[config.mk]
export PLATFORM = sky130hd
export DESIGN_NAME = ram_arbiter
export DESIGN_NICKNAME = d
export VERILOG_FILES = /design/src/rtl/ram_arbiter.sv
export SDC_FILE = /design/constraint.sdc
export NUM_CORES = 1
export LEC_CHECK = 0
export CAP_MARGIN = 15
export CORE_MARGIN = 2
export CORE_UTILIZATION = 44
export DETAILED_ROUTE_END_ITERATION = 12
export PLACE_DENSITY = 0.82
export SYNTH_ARGS = -nofsm -noshare
export SYNTH_HDL_FRONTEND = slang
export SYNTH_SLANG_ARGS = --single-unit
[constraint.sdc]
create_clock -name clk -period 2.6 [get_ports clk]
set_clock_uncertainty 0.2 [all_clocks]
set_input_delay 0.52 -clock clk [delete_from_list [all_inputs] [get_ports clk]]
set_output_delay 0.52 -clock clk [all_outputs]
set_load 0.01 [all_outputs]
[src/rtl/ram_arbiter.sv]
// Two-requester round-robin arbiter in front of a single-port synchronous RAM.
// One command in flight at a time; reads return one cycle after the RAM's registered data.
//
// state     | meaning
// ----------+------------------------------------------------------------
// ST_IDLE   | waiting for a request; arbitration happens on the next edge
// ST_ISSUE  | ram_en high for one cycle; RAM performs the op at the edge ending it
// ST_RDWAIT | RAM read data valid; captured into the winner's rdata
module ram_arbiter (
  input  logic       clk,
  input  logic       rst,
  input  logic       a_req,
  input  logic       a_we,
  input  logic [4:0] a_addr,
  input  logic [7:0] a_wdata,
  output logic       a_gnt,
  output logic       a_rvalid,
  output logic [7:0] a_rdata,
  input  logic       b_req,
  input  logic       b_we,
  input  logic [4:0] b_addr,
  input  logic [7:0] b_wdata,
  output logic       b_gnt,
  output logic       b_rvalid,
  output logic [7:0] b_rdata,
  output logic       ram_en,
  output logic       ram_wr_rd,
  output logic [4:0] ram_addr,
  output logic [7:0] ram_din,
  input  logic [7:0] ram_dout,
  output logic       ram_rst,
  output logic       busy
);

  localparam logic [1:0] ST_IDLE   = 2'd0;
  localparam logic [1:0] ST_ISSUE  = 2'd1;
  localparam logic [1:0] ST_RDWAIT = 2'd2;

  logic [1:0] r_state;
  logic       r_last_b;
  logic       r_owner_b;
  logic       r_a_gnt;
  logic       r_b_gnt;
  logic       r_a_rvalid;
  logic       r_b_rvalid;
  logic [7:0] r_a_rdata;
  logic [7:0] r_b_rdata;
  logic       r_ram_en;
  logic       r_ram_wr_rd;
  logic [4:0] r_ram_addr;
  logic [7:0] r_ram_din;

  logic w_any_req;
  logic w_pick_b;

  assign w_any_req = a_req | b_req;
  // B wins when it is alone, or when both ask and A was granted last
  assign w_pick_b  = b_req & (~a_req | ~r_last_b);

  always_ff @(posedge clk or negedge rst) begin
    if (!rst) begin
      r_state     <= ST_IDLE;
      r_last_b    <= 1'b1;
      r_owner_b   <= 1'b0;
      r_a_gnt     <= 1'b0;
      r_b_gnt     <= 1'b0;
      r_a_rvalid  <= 1'b0;
      r_b_rvalid  <= 1'b0;
      r_a_rdata   <= 8'h00;
      r_b_rdata   <= 8'h00;
      r_ram_en    <= 1'b0;
      r_ram_wr_rd <= 1'b0;
      r_ram_addr  <= 5'd0;
      r_ram_din   <= 8'h00;
    end else begin
      r_a_gnt    <= 1'b0;
      r_b_gnt    <= 1'b0;
      r_a_rvalid <= 1'b0;
      r_b_rvalid <= 1'b0;
      case (r_state)
        ST_IDLE: begin
          if (w_any_req) begin
            r_state     <= ST_ISSUE;
            r_ram_en    <= 1'b1;
            r_owner_b   <= w_pick_b;
            r_last_b    <= w_pick_b;
            r_a_gnt     <= ~w_pick_b;
            r_b_gnt     <= w_pick_b;
            r_ram_wr_rd <= w_pick_b ? b_we    : a_we;
            r_ram_addr  <= w_pick_b ? b_addr  : a_addr;
            r_ram_din   <= w_pick_b ? b_wdata : a_wdata;
          end
        end
        ST_ISSUE: begin
          r_ram_en <= 1'b0;
          r_state  <= r_ram_wr_rd ? ST_IDLE : ST_RDWAIT;
        end
        ST_RDWAIT: begin
          if (r_owner_b) begin
            r_b_rdata  <= ram_dout;
            r_b_rvalid <= 1'b1;
          end else begin
            r_a_rdata  <= ram_dout;
            r_a_rvalid <= 1'b1;
          end
          r_state <= ST_IDLE;
        end
        default: begin
          r_ram_en <= 1'b0;
          r_state  <= ST_IDLE;
        end
      endcase
    end
  end

  assign a_gnt     = r_a_gnt;
  assign b_gnt     = r_b_gnt;
  assign a_rvalid  = r_a_rvalid;
  assign b_rvalid  = r_b_rvalid;
  assign a_rdata   = r_a_rdata;
  assign b_rdata   = r_b_rdata;
  assign ram_en    = r_ram_en;
  assign ram_wr_rd = r_ram_wr_rd;
  assign ram_addr  = r_ram_addr;
  assign ram_din   = r_ram_din;
  // RAM contents are never cleared by this block
  assign ram_rst   = 1'b1;
  assign busy      = (r_state != ST_IDLE);

endmodule

==> summary.txt, run 1 <==
Status -> finished, final reports clean
Most numerous cell in the Yosys netlist -> dfrtp_1
Number of H-tree branching levels -> 2
Min setup slack post-route -> 337 ps
DP Worst Slack -> 212 ps
Total inserted antenna cells -> 0
Clock insertion delay at the later pin of the skew report -> 290 ps
Gr ovfl total -> 0
First-iteration detailed-routing DRC count -> 15
Arrival time of data at the critical path endpoint -> 1540 ps
First-pass iteration count of the detailed router -> 2
Buffers added on ports -> 75
Max Cap Viol -> 0
Routed WL per cell -> 14.6 um
Required time of the critical path -> 1880 ps
Reported leakage power -> 1.12 nW
Cells after DPL -> 228
Clock buffers created by TritonCTS -> 5
Setup repair after global routing missed its margin -> no
Leading cell types by total area after synthesis -> dfrtp_1 58%, mux2_2 25%, mux2_4 7.3%
Total number of nets in the final design -> 227
Max-slew headroom -> 44.8%
Remaining DRCs -> 0
Proportion of layout cells with a drive suffix above 1 -> 31.9%
Mapped Nets -> 145
Clock-pin slew on the worst setup and hold paths -> 70 ps
Maximum resistive drop on vdd -> 0.614 mV
Number of sinks driven by the clock tree -> 39
Design internal power -> 2.07 mW
Buffer count from post-CTS setup fixing -> 0
TritonCTS clock tree -> built
Area of the mapped netlist -> 0.00165 mm^2
Largest fanout of any net on the critical path -> 5
Post-layout total power -> 2.94 mW
Cell accounting for the most synthesized area -> dfrtp_1
Critical Setup Path Class -> reg2out
Number of vias per cell after detailed routing -> 4.84
# IOs -> 77
Area of the multi-input gates -> 609 um^2
Worst hold path type -> in2async
CP startpoint kind -> register
Layout filler cell count -> 271
Proportion of netlist area held by the largest area contributor -> 57.6%
Area Growth Syn to Fin -> 55.2%
Sequential share of power -> 36.6%
Total negative setup slack -> 0 ps
Die X-Extent -> 65.2 um
Setup crit end kind -> output port
Count of endpoints failing setup in the final report -> 0
Power dissipated by switching net loads -> 0.869 mW
Initial core utilization -> 45.4%
Gate count of the mapped netlist -> 105
Floorplan core area -> 0.00363 mm^2
Number of nets with antenna violations after routing -> 0
Yosys warnings -> 0
Final max-slew violation count -> 0
Via count -> 1,143
Number of antenna violations at the first check in global routing -> 0
Root Buffer -> clkbuf_8
Global-route wire length before repair -> 5590 um
Global placer's final weighted congestion -> 0.723
Number of distinct library cells after synthesis -> 21
GR Util All Layers -> 17.5%
Register bit count reported by yosys -> 39
Pin count of the biggest net entering global routing -> 40
Sequential fraction of the synthesis area -> 59.2%
Number of synthesized flops with an enable pin -> 0
Final-report hold violation count -> 0
DIE AREA -> 0.00426 mm^2
Max Buffers Root-to-Sink -> 2
Final standard cell count with taps included and fillers excluded -> 236
Leading cell types by count after synthesis -> 38 x dfrtp_1, 36 x mux2_2, 8 x mux2_4, 4 x inv_1
Post-route minimum period -> 2260 ps
Worst hold margin -> 119 ps
Switching Fraction -> 29.5%
Routed wire length -> 3450 um
Portion of total power attributed to combinational logic -> 46.2%
Hpwl dp -> 2620 um
Post-Synthesis Mean Instance Area -> 15.7 um^2
Die extent in y -> 65.2 um
Hold-fix buffers at CTS -> 0
Synth Flop Type -> dfrtp_1
Actual transition at the worst max-transition pin -> 828 ps
Resized Gates After CTS -> 0
Power per unit of standard cell area -> 1150 mW/mm^2
Number of global-route vias before repair -> 1,189
Power share of the clock group -> 17.2%
Ratio of final minimum period to clock period -> 87.0%
Top achievable clock speed -> 0.442 GHz
Post-synthesis async set-or-reset flop share -> 100%
Placement Rows -> 22
Sequential standard cell area -> 977 um^2
[sequential cells by signal (all words and copies together) (netlist names), 2 cells and up]
name,cells
ram_addr,5
a_rdata,8
ram_din,8
b_rdata,8
r_state,2
[placed cells by master (no fill, tap or decap), drive strengths merged]
cell type and n:
nor2b 1, bufinv 1, nor3b 2, clkdlybuf4s50 74, mux2 44, a21oi 1
nor3 1, buf 6, dfrtp 38, a31oi 1, dfstp 1, a21bo 1
clkinv 1, o21ai 2, inv 5, clkbuf 5, nand3b 1, conb 1
a21o 1, nor2 1
[routing by layer]
metal | track usage (%) | wire length (um) | vias to the layer above
li1 | - | - | 528
met1 | 20.0 | 1390 | 567
met2 | 30.4 | 1780 | 42
met3 | 5.31 | 230 | 6
met4 | 7.03 | 57 | 0
met5 | 0 | 0 | -
[metrics by stage]
stage               utilization, %  instance area [um^2]
floorplan                        -                  1650
global placement              67.3                  2440
detailed placement            67.3                  2440
CTS                           70.5                  2560
global route                  70.5                  2560
finish                        70.5                  2560
[power by group through the flow]
stage	sequential (mW)	combinational [mW]	clock (mW)
detailed placement	1.09	1.38	0
floorplan	1.19	0.514	0
global route	1.11	1.45	0.555
finish	1.08	1.36	0.506
global placement	1.07	1.33	0
CTS	1.08	1.38	0.519
[final timing paths]
check	end	cells past startpoint	from	slack, ps
worst min-delay path	b_rdata[7]	1	rst	120
max in group asynchronous	a_rdata[4]	1	rst	1560
worst min register to register	r_state[1]	1	ram_wr_rd	290
worst max-delay path	busy	3	r_state[1]	340
min in group clk	r_state[1]	1	ram_wr_rd	290
worst max register to register	ram_din[7]	4	r_last_b	830
[cell type report]
type,instances,share of cell area [%]
Clock buffer,5,2.69
Clock inverter,3,1.86
Inverter,4,0.586
Multi-Input combinational cell,57,23.8
Sequential cell,39,38.2
Tap cell,48,2.34
Timing Repair Buffer,80,30.6
[worst max-delay path, stage by stage, from the launching register on]
cell	delay [ps]
dfrtp_1	420
nor2_1	280
inv_1	70
clkdlybuf4s50_1	490
[cells by family after synthesis]
group | count (synthesis) | synth area share, %
other cells | 1 | 0.227
mux | 44 | 31.8
flops | 39 | 59.2
simple gates | 6 | 2.27
buf+inv | 9 | 3.87
compound gates | 6 | 2.58
No activity file was read; power rests on OpenSTA's default activity.
==> run 2, diff against run 1 <==
CTS_CLUSTER_DIAMETER = 200   (was unset)
==> results of run 2 <==
No change in the layout: final DEF, timing and power equal those of run 1.
